--- src/rtl/jsequencer_pkg.sv ---
// Shared definitions for the jcscpu step sequencer: phase encodings and
// the legal range of the step-count parameter.
package jsequencer_pkg;

  // Four-phase clock generator states.
  //   idle: no strobe, step lines may change on the way into this phase
  //   en  : enable strobe
  //   set : enable + set strobes
  //   hold: enable strobe, set released before the step ends
  typedef enum logic [1:0] {
    PH_IDLE = 2'd0,
    PH_EN   = 2'd1,
    PH_SET  = 2'd2,
    PH_HOLD = 2'd3
  } phase_e;

  localparam int NSTEPS_MIN = 2;
  localparam int NSTEPS_MAX = 16;

  // True when a step count can be built by the sequencer.
  function automatic logic nsteps_legal(input int n);
    return (n >= NSTEPS_MIN) && (n <= NSTEPS_MAX);
  endfunction

endpackage

--- src/rtl/jsequencer_jdecoder.sv ---
// Binary-to-one-hot decoder: N address bits drive N2 output lines.
module jdecoder #(
  parameter int N  = 3,
  parameter int N2 = 8
) (
  input  logic [N-1:0]  a_i,
  output logic [N2-1:0] y_o
);

  // Raise exactly the output line selected by the address.
  always_comb begin
    y_o      = {N2{1'b0}};
    y_o[a_i] = 1'b1;
  end

endmodule

--- src/rtl/jsequencer_jphase4.sv ---
// Four-phase enable/set clock generator. The phase advances one step per
// cycle while run_i is high and freezes otherwise. Strobes are decoded from
// the next phase and registered so they change on the same edge as the phase.
module jphase4
  import jsequencer_pkg::*;
(
  input  logic clk_i,
  input  logic rst_i,
  input  logic run_i,
  output logic step_end_o,
  output logic wclke_o,
  output logic wclks_o
);

  phase_e ph_q, ph_d;
  logic   wclke_q, wclke_d;
  logic   wclks_q, wclks_d;
  logic   step_end_s;

  // Next phase, end-of-step detect and strobe decode from the next phase.
  always_comb begin
    ph_d       = ph_q;
    step_end_s = 1'b0;
    if (run_i) begin
      case (ph_q)
        PH_IDLE: ph_d = PH_EN;
        PH_EN:   ph_d = PH_SET;
        PH_SET:  ph_d = PH_HOLD;
        PH_HOLD: begin
          ph_d       = PH_IDLE;
          step_end_s = 1'b1;
        end
        default: ph_d = PH_IDLE;
      endcase
    end else begin
      ph_d = ph_q;
    end
    wclke_d = (ph_d != PH_IDLE);
    wclks_d = (ph_d == PH_SET);
  end

  // Phase and strobe registers; reset parks the generator in idle.
  always_ff @(posedge clk_i or posedge rst_i) begin
    if (rst_i) begin
      ph_q    <= PH_IDLE;
      wclke_q <= 1'b0;
      wclks_q <= 1'b0;
    end else begin
      ph_q    <= ph_d;
      wclke_q <= wclke_d;
      wclks_q <= wclks_d;
    end
  end

  assign step_end_o = step_end_s;
  assign wclke_o    = wclke_q;
  assign wclks_o    = wclks_q;

endmodule

--- src/rtl/jsequencer.sv ---
// jcscpu step sequencer: four-phase strobe generator plus an N-step one-hot
// stepper. A step lasts four advancing cycles; at each step end the stepper
// either moves on or wraps to step 1 (last step reached or restart asked).
module jsequencer
  import jsequencer_pkg::*;
#(
  parameter int NSTEPS = 6
) (
  input  logic              wclk,
  input  logic              wrst,
  input  logic              wrun,
  input  logic              wrestart,
  output logic [NSTEPS-1:0] bos,
  output logic              wclke,
  output logic              wclks,
  output logic              wlast,
  output logic              wwrap
);

  localparam int SW  = $clog2(NSTEPS);
  localparam int SN2 = 1 << SW;
  localparam logic [SW-1:0] ST_LAST = SW'(NSTEPS - 1);

  // Step counts outside the supported range stop elaboration.
  if (!nsteps_legal(NSTEPS)) begin : g_bad_nsteps
    $error("jsequencer: NSTEPS=%0d outside %0d..%0d", NSTEPS, NSTEPS_MIN, NSTEPS_MAX);
  end

  logic [SW-1:0]     st_q, st_d;
  logic              rp_q, rp_d;
  logic [NSTEPS-1:0] bos_q, bos_d;
  logic              wlast_q, wlast_d;
  logic              wwrap_q, wwrap_d;
  logic              step_end_s;
  logic              wrap_s;
  logic [SN2-1:0]    dec_s;

  jphase4 u_phase (
    .clk_i      (wclk),
    .rst_i      (wrst),
    .run_i      (wrun),
    .step_end_o (step_end_s),
    .wclke_o    (wclke),
    .wclks_o    (wclks)
  );

  // Step counter and restart-pending flag. A restart request is remembered
  // even while paused and only takes effect when the current step ends.
  always_comb begin
    st_d   = st_q;
    rp_d   = rp_q | wrestart;
    wrap_s = 1'b0;
    if (step_end_s) begin
      wrap_s = rp_q | wrestart | (st_q == ST_LAST);
      if (wrap_s) begin
        st_d = {SW{1'b0}};
        rp_d = 1'b0;
      end else begin
        st_d = st_q + SW'(1);
        rp_d = 1'b0;
      end
    end else begin
      st_d = st_q;
    end
    wlast_d = (st_d == ST_LAST);
    wwrap_d = wrap_s;
  end

  jdecoder #(
    .N  (SW),
    .N2 (SN2)
  ) u_dec (
    .a_i (st_d),
    .y_o (dec_s)
  );

  if (SN2 > NSTEPS) begin : g_fold
    // Keep the low NSTEPS lines; an out-of-range step falls back to step 1
    // so the step lines stay one-hot.
    always_comb begin
      bos_d    = dec_s[NSTEPS-1:0];
      bos_d[0] = dec_s[0] | (|dec_s[SN2-1:NSTEPS]);
    end
  end else begin : g_exact
    assign bos_d = dec_s;
  end

  // Stepper state and registered status; outputs freeze while paused.
  always_ff @(posedge wclk or posedge wrst) begin
    if (wrst) begin
      st_q    <= {SW{1'b0}};
      rp_q    <= 1'b0;
      bos_q   <= {{(NSTEPS-1){1'b0}}, 1'b1};
      wlast_q <= 1'b0;
      wwrap_q <= 1'b0;
    end else begin
      st_q <= st_d;
      rp_q <= rp_d;
      if (wrun) begin
        bos_q   <= bos_d;
        wlast_q <= wlast_d;
        wwrap_q <= wwrap_d;
      end else begin
        bos_q   <= bos_q;
        wlast_q <= wlast_q;
        wwrap_q <= wwrap_q;
      end
    end
  end

  assign bos   = bos_q;
  assign wlast = wlast_q;
  assign wwrap = wwrap_q;

endmodule

--- config.mk ---
export PLATFORM = sky130hd
export DESIGN_NAME = jsequencer
export DESIGN_NICKNAME = d
export VERILOG_FILES = /design/src/rtl/jsequencer_pkg.sv /design/src/rtl/jsequencer_jdecoder.sv /design/src/rtl/jsequencer_jphase4.sv /design/src/rtl/jsequencer.sv
export SDC_FILE = /design/constraint.sdc
export NUM_CORES = 1
export LEC_CHECK = 0
export ABC_AREA = 0
export CELL_PAD_IN_SITES_DETAIL_PLACEMENT = 1
export CELL_PAD_IN_SITES_GLOBAL_PLACEMENT = 1
export CORE_ASPECT_RATIO = 0.8
export CORE_MARGIN = 1.5
export CORE_UTILIZATION = 50
export DETAILED_ROUTE_END_ITERATION = 8
export DONT_BUFFER_PORTS = 1
export PLACE_DENSITY_LB_ADDON = 0.1
export SLEW_MARGIN = 0
export SYNTH_ARGS = -nofsm -noshare
export SYNTH_HDL_FRONTEND = slang
export SYNTH_SLANG_ARGS = --single-unit
--- constraint.sdc ---
create_clock -name wclk -period 3 [get_ports wclk]
set_clock_uncertainty 0.2 [all_clocks]
set_input_delay 0.6 -clock wclk [delete_from_list [all_inputs] [get_ports wclk]]
set_output_delay 0.6 -clock wclk [all_outputs]
set_load 0.01 [all_outputs]
Yosys cells after proc, flatten, opt, wreduce, memory -nomap -nowiden. Cells that the tools add are included.

Register bits after elaboration: 16. Input port bits: 4. Output and inout port bits: 10. Logic and storage cells: 34.

Add/subtract/negate cells: 1. Order comparisons: 2. Equality and inequality tests: 6. Muxes and demuxes: 10. Bitwise logic cells: 3. Reductions and logical operators: 4.

Operators with widths (count): one-hot mux 2 bit (4 select lines) (1); == test 2 bit (second input constant) (3); == test 3 bit (second input constant) (2); two-way mux 3 bit (2); two-way mux 1 bit (5); < comparator 3 x 4 -> 1 bit (second input constant) (1); adder 3 x 1 -> 3 bit (second input constant) (1); demux 1 bit (select 3 bit) (1); >= comparator 3 x 1 -> 1 bit (second input constant) (1); bitwise OR 1 bit (3); == test 2 x 1 -> 1 bit (second input constant) (1); zero test 2 bit (1); two-way mux 2 bit (1); nonzero test 2 bit (1); OR reduction 2 bit (1); logical AND 1 bit (1).

Logic depth before layout (Yosys ltp). Gate-level depths: netlist of run 1.

Depth in word-level cells: 10. Gate-level depth with buffers: 6. Depth with buffers taken out: 6.

Modules after synthesis. Synthesis of run 1 repeated with hierarchy kept, for this count alone.

Cells, all modules: 69. Area, all modules: 792.0 um^2.

Modules (own cells, without submodules): jsequencer (instances 1, cells each 42, area an instance 524.3 um^2, seq. area each 301.5 um^2); jphase4 (instances 1, cells each 19, area an instance 202.7 um^2, seq. area each 100.1 um^2); jdecoder (instances 1, cells each 8, area an instance 65.1 um^2, seq. area each 0.0 um^2).

Least setup slack after synthesis of run 1. OpenSTA, ideal clock, no wires.

Kind: register to register. Start: reg st_q[1]. End: reg bos_q[0] (netlist: bos[0]). Setup time: 82 ps. Arrival time: 1594 ps. Required time: 2718 ps. Path slack: 1124 ps. Stages on the path, launching flop included: 7. Buffers on the path: 0. Period minus slack after synthesis: 1876 ps. Cells stage by stage: dfrtp_1 -> inv_1 -> ha_1 -> a211o_4 -> nor2b_4 -> o2111a_1 -> a211o_1.

Cells in the longest elaborated chain, start to end: 10. Elaborated cells between the ends (all ways): 12. Classes of those cells: add/sub (1); order compare (2); eq/ne (1); mux (4); bitwise (2); reduce/logical (2).

RTL lines: start: declaration (line jsequencer.sv:29) `logic [SW-1:0] st_q, st_d;`; start signal: assignment (line jsequencer.sv:91) `st_q <= {SW{1'b0}};`; start signal: assignment (line jsequencer.sv:97) `st_q <= st_d;`; branches (longest 3 deep; another with adder 3 x 1 -> 3 bit); two-way mux 3 bit (*) (line jsequencer.sv:53) `if (step_end_s) begin`; < comparator 3 x 4 -> 1 bit (not written as such) / >= comparator 3 x 1 -> 1 bit (equally long branches) (line jsequencer_jdecoder.sv:13) `y_o[a_i] = 1'b1;`; logical AND 1 bit (not written as such) (line jsequencer_jdecoder.sv:13); two-way mux 1 bit (not written as such) (line jsequencer_jdecoder.sv:13); demux 1 bit (select 3 bit) (*); OR reduction 2 bit (line jsequencer.sv:82) `bos_d[0] = dec_s[0] | (|dec_s[SN2-1:NSTEPS]);`; bitwise OR 1 bit (*) (line jsequencer.sv:82); end signal: assignment (line jsequencer.sv:93) `bos_q <= {{(NSTEPS-1){1'b0}}, 1'b1};`; end signal: assignment (line jsequencer.sv:100) `bos_q <= bos_d;`; end signal: assignment (line jsequencer.sv:104) `bos_q <= bos_q;`; end: declaration (line jsequencer.sv:31) `logic [NSTEPS-1:0] bos_q, bos_d;`.

Mark *: on every way between the ends. A chain may end at the register's enable or synchronous reset.

Worst setup path in the final report of run 1. Same ends and word-level chain as after synthesis.

==> flow_metrics.py, run 1 <==
metrics = {
    "status": {
        "status": "finished, final reports clean",
    },
    "clocking": {
        "cts_hold_buf": 0,
        "cts.sinks": 16,
        "cts_resized": 0,
        "ctsLongestPathBuffers": 2,
        "clk_latency_ns": 0.30,
        "clk_pin_slew_worst_paths_ns": 0.09,
        "cts_setup_buffers": 0,
        "cts_tree": "yes",
        "htreeDepth": 1,
        "cts_made_buffers": 3,
        "cts-root-buf": "clkbuf_4",
    },
    "synth": {
        "yosysTopAreaCellShare_pct": 45.1,
        "synth_fp_nets": 87,
        "synthFlopType": "dfrtp_1",
        "synth_warnings": 0,
        "ys_types": 34,
        "post-synth-top-count-cell": "dfrtp_1",
        "synth_top_cell_by_area": "dfrtp_1",
        "yosys-top-cells-count": "dfrtp_1, inv_1, ha_1, o21ai_0",
        "synth_enable_flop_cells": 0,
        "synthArstFlopShare_pct": 100,
        "synth-seq-cells": 16,
        "synth.yosys.seq_area_share_pct": 48.3,
        "avgSynthCellArea_sq_um": 10.7,
        "synth.area.top_cells": "dfrtp_1, ha_1, inv_1",
        "syn_area_sq_um": 832,
        "syn_inst": 78,
    },
    "floorplan": {
        "io_pins": 14,
        "die_w_microns": 48.6,
        "rows": 12,
        "dieHeight_microns": 39.5,
        "die_area_sq_um": 1920,
        "core_area_sq_um": 1470,
        "initial_core_util_pct": 56.5,
    },
    "setup_path": {
        "cp.buffers_inverters": 1,
        "start_kind": "flop",
        "crit-reg2reg-launch": "st_q[1]$_DFF_PP0_",
        "crit_family": "compound AO/OA/AOI/OAI gates",
        "critical_path_required_ns": 3.03,
        "r2r_slack_ns": 0.98,
        "crit_cells": 6,
        "endpoint_kind": "flop",
        "slowest_delay_ns": 0.46,
        "cp-startpoint": "st_q[1]$_DFF_PP0_",
        "path_max_fanout": 7,
        "worstRegToRegCells": 6,
        "cp_data_arrival_time_ns": 2.05,
        "crit_slowest_cell": "dfrtp_1",
        "critical_path_class": "reg2reg",
        "path_cells": "inv_1 > ha_1 > a211o_4 > nor2b_4 > o2111a_1 > a211o_1",
    },
    "timing": {
        "worst_pin_slew_ns": 0.604,
        "fin_crit_ns": 2.02,
        "grt_setup_unrepaired": "no",
        "slew_headroom_pct": 59.7,
        "final_hold_viol_count": 0,
        "setup_viol": 0,
        "slew_violations": 0,
        "tns_ns": 0,
        "clock.fmax_mhz": 495,
        "period_share_pct": 67.3,
    },
    "place": {
        "gp_congestion": 0.863,
        "io_buffers": 0,
        "dp_hpwl_microns": 1330,
    },
    "finish": {
        "area_growth_pct": 4.81,
        "drive_above_1_share_pct": 12.5,
        "fin_nets": 90,
        "diodes": 0,
    },
    "min_path": {
        "hold_class": "in2async",
    },
    "power": {
        "finalPower_uw": 748,
        "p_per_area_nw_per_um2": 857,
        "p_leak_uw": 0.000419,
        "irDropWorstVdd_uv": 443,
    },
    "global_routing": {
        "grt_pass1_wl_microns": 2960,
        "first_global_vias": 598,
        "antenna_found_initial": 0,
        "grt_max_degree": 17,
        "overflow": 0,
        "groute.usage.overall_pct": 22.0,
    },
    "detailed_routing": {
        "wl_per_cell_microns": 17.5,
        "drc_errors": 0,
        "routed_via_density": 5.66,
        "drt_pass1_iterations": 2,
        "drtIter0Drc": 1,
        "routed_wl_microns": 1770,
        "antenna_left": 0,
        "vias": 572,
    },
    "job": {
        "drv_cap": 0,
    },
}
final cells by class:
type | instances | area [sq um]
inverters | 10 | 37.5
clock buffers | 4 | 36.3
flip-flops and latches | 16 | 402
well taps | 21 | 26.3
multi-input cells | 50 | 370
fillers | 180 | 599
through the flow:
step | hold WS [ns] | cells | instance area [sq um] | setup WS, ns | util (%)
detailed placement | 0.301 | 97 | 836 | 1.00 | 56.8
CTS | 0.0526 | 101 | 872 | 0.977 | 59.3
floorplan | 0.276 | 78 | 832 | 1.12 | -
global placement | 0.290 | 97 | 836 | 1.08 | 56.8
global route | 0.0985 | 101 | 872 | 0.926 | 59.3
finish | 0.0484 | 101 | 872 | 0.981 | 59.3
where the power goes:
part | switching [uW] | internal, uW
Sequential | 66.4 | 282
Combinational | 149 | 106
Clock | 70.7 | 74.1
final timing paths:
path / to
max in group asynchronous: wwrap$_DFFE_PP0P_
min in group wclk: wlast$_DFFE_PP0P_
worst max register to register: bos[0]$_DFFE_PP1P_
worst min register to register: rp_q$_DFF_PP0_
worst min-delay path: st_q[1]$_DFF_PP0_
worst max-delay path: bos[0]$_DFFE_PP1P_
sequential cells by signal, summed over array words and instances, names as in the netlist:
name             flops
bos                  6
st_q                 3
u_phase.ph_q         2
rp_q                 1
u_phase.wclke_o      1
u_phase.wclks_o      1
wlast                1
wwrap                1
cell families (layout without fill, tap and decap cells):
logic type / Yosys count / in the layout / synth area share [%]
adders and majority gates: 5 / 5 / 7.52
buffers and inverters: 12 / 14 / 7.22
DFF: 16 / 16 / 48.3
xor gates and xnor gates: 2 / 2 / 2.11
muxes: 1 / 1 / 1.20
and+or+nand+nor: 20 / 20 / 13.4
AOI/OAI and AO/OA: 22 / 22 / 20.3
worst reg2reg max path: stages (launching register included):
cell and delay [ns]:
dfrtp_1 0.46, inv_1 0.09, ha_1 0.20, a211o_4 0.35, nor2b_4 0.15, o2111a_1 0.24, a211o_1 0.26
per-layer routing:
metal | vias to the layer above | wire (microns) | GRT usage (%)
met3 | 2 | 100 | 8.40
met2 | 16 | 767 | 35.3
met4 | 0 | 16 | 4.29
li1 | 273 | - | -
met5 | - | 0 | 0
met1 | 281 | 885 | 28.8
placed cells by master (no fill, tap or decap), types with 2 or more instances in the layout:
master / netlist / layout
nand2b_1: 2 / 2
nor2_1: 4 / 4
a32o_1: 2 / 2
dfrtp_1: 15 / 15
o2bb2ai_1: 2 / 2
nand2_1: 4 / 4
a21o_1: 2 / 2
a21oi_1: 2 / 2
clkbuf_4: 0 / 3
ha_1: 5 / 5
inv_1: 9 / 9
o21ai_0: 5 / 5
nand3_1: 2 / 2
nor3_1: 2 / 2
Note: power is estimated with default switching activity, not from simulation.
==> inputs of run 2 (changes only) <==
--- a/config.mk
+++ b/config.mk
@@ -10,7 +10,7 @@
 export CELL_PAD_IN_SITES_GLOBAL_PLACEMENT = 1
 export CORE_ASPECT_RATIO = 0.8
 export CORE_MARGIN = 1.5
-export CORE_UTILIZATION = 50
+export CORE_UTILIZATION = 42
 export DETAILED_ROUTE_END_ITERATION = 8
 export DONT_BUFFER_PORTS = 1
 export PLACE_DENSITY_LB_ADDON = 0.1
==> constraint.sdc (replaced) <==
create_clock -name wclk -period 1.8 [get_ports wclk]
set_clock_uncertainty 0.2 [all_clocks]
set_input_delay 0.36 -clock wclk [delete_from_list [all_inputs] [get_ports wclk]]
set_output_delay 0.36 -clock wclk [all_outputs]
set_load 0.01 [all_outputs]
==> run 2 against run 1 <==
  * The run now ends with setup timing left
  * Setup slack lost 0.98 ns
  * Register-to-register slack got worse by 0.98 ns
  * Count of clock-buffer cells in the layout is the same
  * Power grew 83%
  * Utilization is 5.9 points lower
  * Critical path type unchanged
==> flow_metrics.py, run 2 (synthesis gave the netlist of run 1 again) <==
metrics = {
    "timing": {
        "setup_viol": 1,
        "worst_pin_slew_ns": 0.634,
        "fin_crit_ns": 1.80,
        "clock.fmax_mhz": 555,
        "slew_violations": 0,
        "grt_setup_unrepaired": "yes",
        "period_share_pct": 100,
        "slew_headroom_pct": 57.7,
        "tns_ns": -0.00207,
        "final_hold_viol_count": 0,
        "fin_ws_ns": -0.00207,
    },
    "setup_path": {
        "cp-startpoint": "st_q[0]$_DFF_PP0_",
        "critical_path_class": "reg2reg",
        "crit-reg2reg-launch": "st_q[0]$_DFF_PP0_",
        "slowest_delay_ns": 0.43,
        "cp_data_arrival_time_ns": 1.83,
        "timing.rr.end": "bos[0]$_DFFE_PP1P_",
        "crit_family": "compound AO/OA/AOI/OAI gates",
        "cp.buffers_inverters": 0,
        "crit_slowest_cell": "dfrtp_1",
        "r2r_slack_ns": -0.002,
        "path_max_fanout": 5,
        "worstRegToRegCells": 5,
        "critical_path_required_ns": 1.83,
        "endpoint_kind": "flop",
        "start_kind": "flop",
        "path_cells": "ha_4 > a211o_4 > nor2b_4 > o2111a_1 > a211o_1",
    },
    "floorplan": {
        "die_w_microns": 52.8,
        "io_pins": 14,
        "core_area_sq_um": 1870,
        "rows": 14,
        "dieHeight_microns": 42.8,
        "die_area_sq_um": 2260,
        "initial_core_util_pct": 44.4,
    },
    "clocking": {
        "htreeDepth": 1,
        "clk_pin_slew_worst_paths_ns": 0.09,
        "cts.sinks": 16,
        "clk_latency_ns": 0.30,
        "cts_made_buffers": 3,
        "ctsLongestPathBuffers": 2,
        "cts_tree": "yes",
        "cts-root-buf": "clkbuf_4",
    },
    "finish": {
        "layout_common_cells": "dfrtp_1, inv_1, buf_4",
        "area_growth_pct": 20.3,
        "largest_reg_flops": 6,
        "drive_above_1_share_pct": 27.8,
        "final_area_sq_um": 1000,
        "n_fill_cell": 195,
        "register_area_sq_um": 402,
        "mostFrequentLayoutCell": "dfrtp_1",
        "fin_util_pct": 53.4,
        "fin_nets": 100,
        "diodes": 0,
        "multi_input_area_sq_um": 409,
    },
    "detailed_routing": {
        "routed_wl_microns": 1890,
        "drc_errors": 0,
        "drt_pass1_iterations": 4,
        "wl_per_cell_microns": 16.6,
        "antenna_left": 0,
        "routed_via_density": 5.54,
        "vias": 631,
        "drtIter0Drc": 11,
    },
    "place": {
        "gp_congestion": 0.830,
        "placed_cell_area_sq_um": 880,
        "dp_slack_ns": -0.00526,
        "io_buffers": 0,
        "dp_hpwl_microns": 1340,
    },
    "global_routing": {
        "first_global_vias": 691,
        "antenna_found_initial": 0,
        "groute.usage.overall_pct": 19.9,
        "grt_max_degree": 17,
        "grt_pass1_wl_microns": 3200,
        "overflow": 0,
    },
    "status": {
        "status": "finished with violations",
        "violations": "setup timing",
    },
    "power": {
        "p_leak_uw": 0.000470,
        "irDropWorstVdd_uv": 710,
        "finalPower_uw": 1370,
        "p_per_area_nw_per_um2": 1370,
    },
    "min_path": {
        "hold_class": "in2reg",
        "holdPathEnd": "bos[5]$_DFFE_PP0P_",
        "min_from": "wrun",
        "hold_depth": 2,
    },
    "job": {
        "drv_cap": 0,
    },
}
==> run 2: cell count changes in the layout (fill, tap and decap cells not counted), sizes merged <==
| cell | previous run | this run |
|---|---|---|
| buf | 0 | 7 |
| dlygate4sd3 | 0 | 3 |
==> run 2: per-stage QoR <==
stage               hold slack [ns]  cells
floorplan                    0.0730     78
global placement              0.153    105
detailed placement            0.164    105
CTS                          0.0466    113
global route                0.00823    114
finish                       0.0105    114
==> run 2: final cells by class <==
class,count,area share [%]
multi-input combinational,50,40.9
sequential,16,40.1
timing repair buffer,10,8.63
inverter,10,3.75
clock buffer,4,3.62
tap,24,3.00
==> run 2: how the worst max path moves through the flow <==
| stage | cells after the start | to |
|---|---|---|
| final | 5 | bos[0]$_DFFE_PP1P_ |
| after global routing | 6 | bos[3]$_DFFE_PP0P_ |
| after CTS | 6 | bos[0]$_DFFE_PP1P_ |
| after detailed placement | 6 | bos[0]$_DFFE_PP1P_ |
| after global placement | 5 | bos[0]$_DFFE_PP1P_ |
| after floorplan | 6 | bos[0]$_DFFE_PP1P_ |
==> run 2: power by group <==
| part | internal (uW) | leakage [uW] | switching [uW] |
|---|---|---|---|
| clock network | 123 | 0.0000210 | 118 |
| registers | 470 | 0.000206 | 98.8 |
| logic | 268 | 0.000243 | 288 |
==> run 2: timing repair <==
action                                  CTS  global route
endpoints found under the setup margin    1             6
hold buffers                              3             0
hold endpoints to repair                 18             0
gates resized for setup                   0            10
cloned                                    0             0
setup buffers                             1             1
pin swaps                                 1             1
==> run 2: routing by layer <==
metal | share of wire [%] | up-vias | GRT usage, %
li1 | - | 297 | -
met1 | 49 | 316 | 25.3
met2 | 44 | 14 | 32.0
met3 | 4.1 | 4 | 6.69
met4 | 2.4 | 0 | 6.15
met5 | 0 | - | 0
==> inputs of run 3 (changes only) <==
--- a/config.mk
+++ b/config.mk
@@ -5,15 +5,16 @@
 export SDC_FILE = /design/constraint.sdc
 export NUM_CORES = 1
 export LEC_CHECK = 0
-export ABC_AREA = 0
+export ABC_AREA = 1
 export CELL_PAD_IN_SITES_DETAIL_PLACEMENT = 1
 export CELL_PAD_IN_SITES_GLOBAL_PLACEMENT = 1
 export CORE_ASPECT_RATIO = 0.8
 export CORE_MARGIN = 1.5
-export CORE_UTILIZATION = 42
+export CORE_UTILIZATION = 39
 export DETAILED_ROUTE_END_ITERATION = 8
 export DONT_BUFFER_PORTS = 1
-export PLACE_DENSITY_LB_ADDON = 0.1
+export MAX_ROUTING_LAYER = met4
+export PLACE_DENSITY = 0.66
 export SLEW_MARGIN = 0
 export SYNTH_ARGS = -nofsm -noshare
 export SYNTH_HDL_FRONTEND = slang
==> run 3 against run 2 <==
  * The run now ends clean
  * Combinational power fell by 20%
  * Synthesized area fell by 8.7%
  * Critical path type unchanged
  * Non-clock buffer count fell by 8
  * Synthesized cell count rose by 12%
  * Cell area fell by 15%
  * Maximum frequency rose by 4.5%
  * Flip-flop and latch count did not move
  * Clock power fell by 4%
==> flow_metrics.py, run 3 <==
metrics = {
    "timing": {
        "slew_headroom_pct": 59.2,
        "holdWs_ns": 0.0129,
        "setup_viol": 0,
        "fin_ws_ns": 0.0760,
        "period_share_pct": 95.8,
        "tns_ns": 0,
        "clock.fmax_mhz": 580,
        "worst_pin_slew_ns": 0.611,
        "fin_crit_ns": 1.72,
        "slew_violations": 0,
        "final_hold_viol_count": 0,
    },
    "detailed_routing": {
        "drt_pass1_iterations": 4,
        "drc_errors": 0,
        "routed_wl_microns": 1640,
        "wl_per_cell_microns": 14.3,
        "vias": 570,
        "antenna_left": 0,
        "drtIter0Drc": 3,
        "routed_via_density": 4.96,
    },
    "floorplan": {
        "initial_core_util_pct": 40.9,
        "io_pins": 14,
        "die_w_microns": 52.3,
        "die_area_sq_um": 2220,
        "dieHeight_microns": 42.5,
        "core_area_sq_um": 1860,
        "rows": 14,
    },
    "global_routing": {
        "grtUsageMet1_pct": 26.6,
        "grt_pass1_wl_microns": 2860,
        "groute.usage.overall_pct": 19.2,
        "overflow": 0,
        "antenna_found_initial": 0,
        "grt_util_met3_pct": 4.64,
        "grt_max_degree": 17,
        "use_met2_pct": 26.3,
        "busiest_layer": "met1",
        "first_global_vias": 606,
    },
    "setup_path": {
        "critical_path_class": "reg2reg",
        "start_kind": "flop",
        "critical_path_required_ns": 1.77,
        "cp.buffers_inverters": 2,
        "endpoint_kind": "flop",
        "cpMostUsedCell": "inv_1",
        "path_max_fanout": 3,
        "path_cells": "inv_1 > ha_1 > or2_0 > o21ai_1 > inv_1 > or2_1",
        "cp_data_arrival_time_ns": 1.69,
        "crit_slowest_cell": "dfrtp_1",
        "slowest_delay_ns": 0.40,
        "crit_family": "simple AND/OR/NAND/NOR gates",
    },
    "finish": {
        "layout_common_cells": "nand2_1, dfrtp_1, inv_1, nand3_1",
        "diodes": 0,
        "drive_above_1_share_pct": 9.89,
        "fin_nets": 101,
        "n_fill_cell": 228,
        "area_growth_pct": 11.7,
        "mostFrequentLayoutCell": "nand2_1",
        "final-instance-count-excl-fill": 115,
        "largest_reg_flops": 6,
    },
    "synth": {
        "synth_warnings": 0,
        "synthArstFlopShare_pct": 100,
        "synth.yosys.seq_area_share_pct": 52.9,
        "ys_types": 19,
        "synth_enable_flop_cells": 0,
        "synth_top_cell_by_area": "dfrtp_1",
        "synth.area.top_cells": "dfrtp_1, nand2_1, ha_1",
        "avgSynthCellArea_sq_um": 8.73,
        "synth_fp_nets": 96,
        "syn_inst": 87,
        "synth-seq-cells": 16,
        "synthFlopType": "dfrtp_1",
        "post-synth-top-count-cell": "nand2_1",
        "yosysTopAreaCellShare_pct": 49.4,
        "yosys-top-cells-count": "nand2_1, dfrtp_1, inv_1, ha_1, nand3_1",
        "syn_area_sq_um": 759,
    },
    "status": {
        "status": "finished, final reports clean",
    },
    "clocking": {
        "cts_made_buffers": 3,
        "cts_setup_buffers": 0,
        "ctsLongestPathBuffers": 2,
        "htreeDepth": 1,
        "clk_pin_slew_worst_paths_ns": 0.10,
        "clk_latency_ns": 0.28,
        "cts.sinks": 16,
        "cts_tree": "yes",
        "cts-root-buf": "clkbuf_4",
    },
    "place": {
        "io_buffers": 0,
        "dp_slack_ns": 0.105,
        "gp_congestion": 0.810,
        "dp_hpwl_microns": 1260,
        "dp_cells": 109,
    },
    "min_path": {
        "hold_class": "in2reg",
    },
    "power": {
        "p_per_area_nw_per_um2": 1540,
        "p_leak_uw": 0.000451,
        "irDropWorstVdd_uv": 631,
    },
    "job": {
        "drv_cap": 0,
    },
}
[run 3: cell types whose count changed in the layout (fill, tap and decap cells not counted), sizes merged, moves of 3 or more]
cell	before	now
nand2	5	28
nand3	2	5
nor2	4	1
nand4	0	4
buf	7	0
inv	9	14
[run 3: metal layers]
| metal | share of wire [%] | wire (microns) |
|---|---|---|
| met1 | 49 | 805 |
| met2 | 46 | 761 |
| met3 | 2.7 | 45 |
| met4 | 1.8 | 30 |
| met5 | 0 | 0 |
[run 3: kinds of logic after synthesis]
kind of cell    after synthesis  synth area share (%)
compound gates                8                  5.77
fa+ha+maj                     5                  8.24
buf+inv                      16                  8.57
flops                        16                  52.9
simple gates                 42                  24.5
[run 3: through the flow]
| stage | power (uW) | instance area, sq um | utilization (%) |
|---|---|---|---|
| 2_1_floorplan | 929 | 759 | - |
| 3_3_place_gp | 1020 | 777 | 41.8 |
| 3_5_place_dp | 1060 | 777 | 41.8 |
| 4_1_cts | 1300 | 833 | 44.9 |
| 5_1_grt | 1420 | 848 | 45.7 |
| 6_report | 1300 | 848 | 45.7 |
[run 3: timing repair]
| item | 4_1_cts | 5_1_grt |
|---|---|---|
| hold endpoints to repair | 16 | 0 |
| setup endpoints to repair | 0 | 7 |
| hold buffers | 2 | 0 |
| gates resized for setup | 0 | 3 |
[run 3: where the power goes]
group	total (uW)	switching (uW)	internal [uW]
logic	444	282	161
registers	628	131	497
clock network	233	110	123
[run 3: worst paths after layout]
kind	start	slack (ns)	to	cells past startpoint
setup / recovery	u_phase.ph_q[0]$_DFF_PP0_	0.08	u_phase.wclke_o$_DFF_PP0_	6
hold / removal	wrestart	0.01	rp_q$_DFF_PP0_	2
setup reg to reg	u_phase.ph_q[0]$_DFF_PP0_	0.08	u_phase.wclke_o$_DFF_PP0_	6
hold reg to reg	bos[0]$_DFFE_PP1P_	0.30	bos[0]$_DFFE_PP1P_	2
max in group asynchronous	wrst	0.62	u_phase.ph_q[0]$_DFF_PP0_	2
min in group asynchronous	wrst	0.38	st_q[2]$_DFF_PP0_	2
[run 3: area by class of cell]
| cell class | instances | area [sq um] | share of cell area [%] |
|---|---|---|---|
| well taps | 24 | 30.0 | 3.54 |
| inverters | 14 | 52.6 | 6.19 |
| flip-flops and latches | 16 | 402 | 47.3 |
| clock buffers | 4 | 36.3 | 4.28 |
| repair buffers | 2 | 20.0 | 2.36 |
| multi-input cells | 55 | 308 | 36.3 |
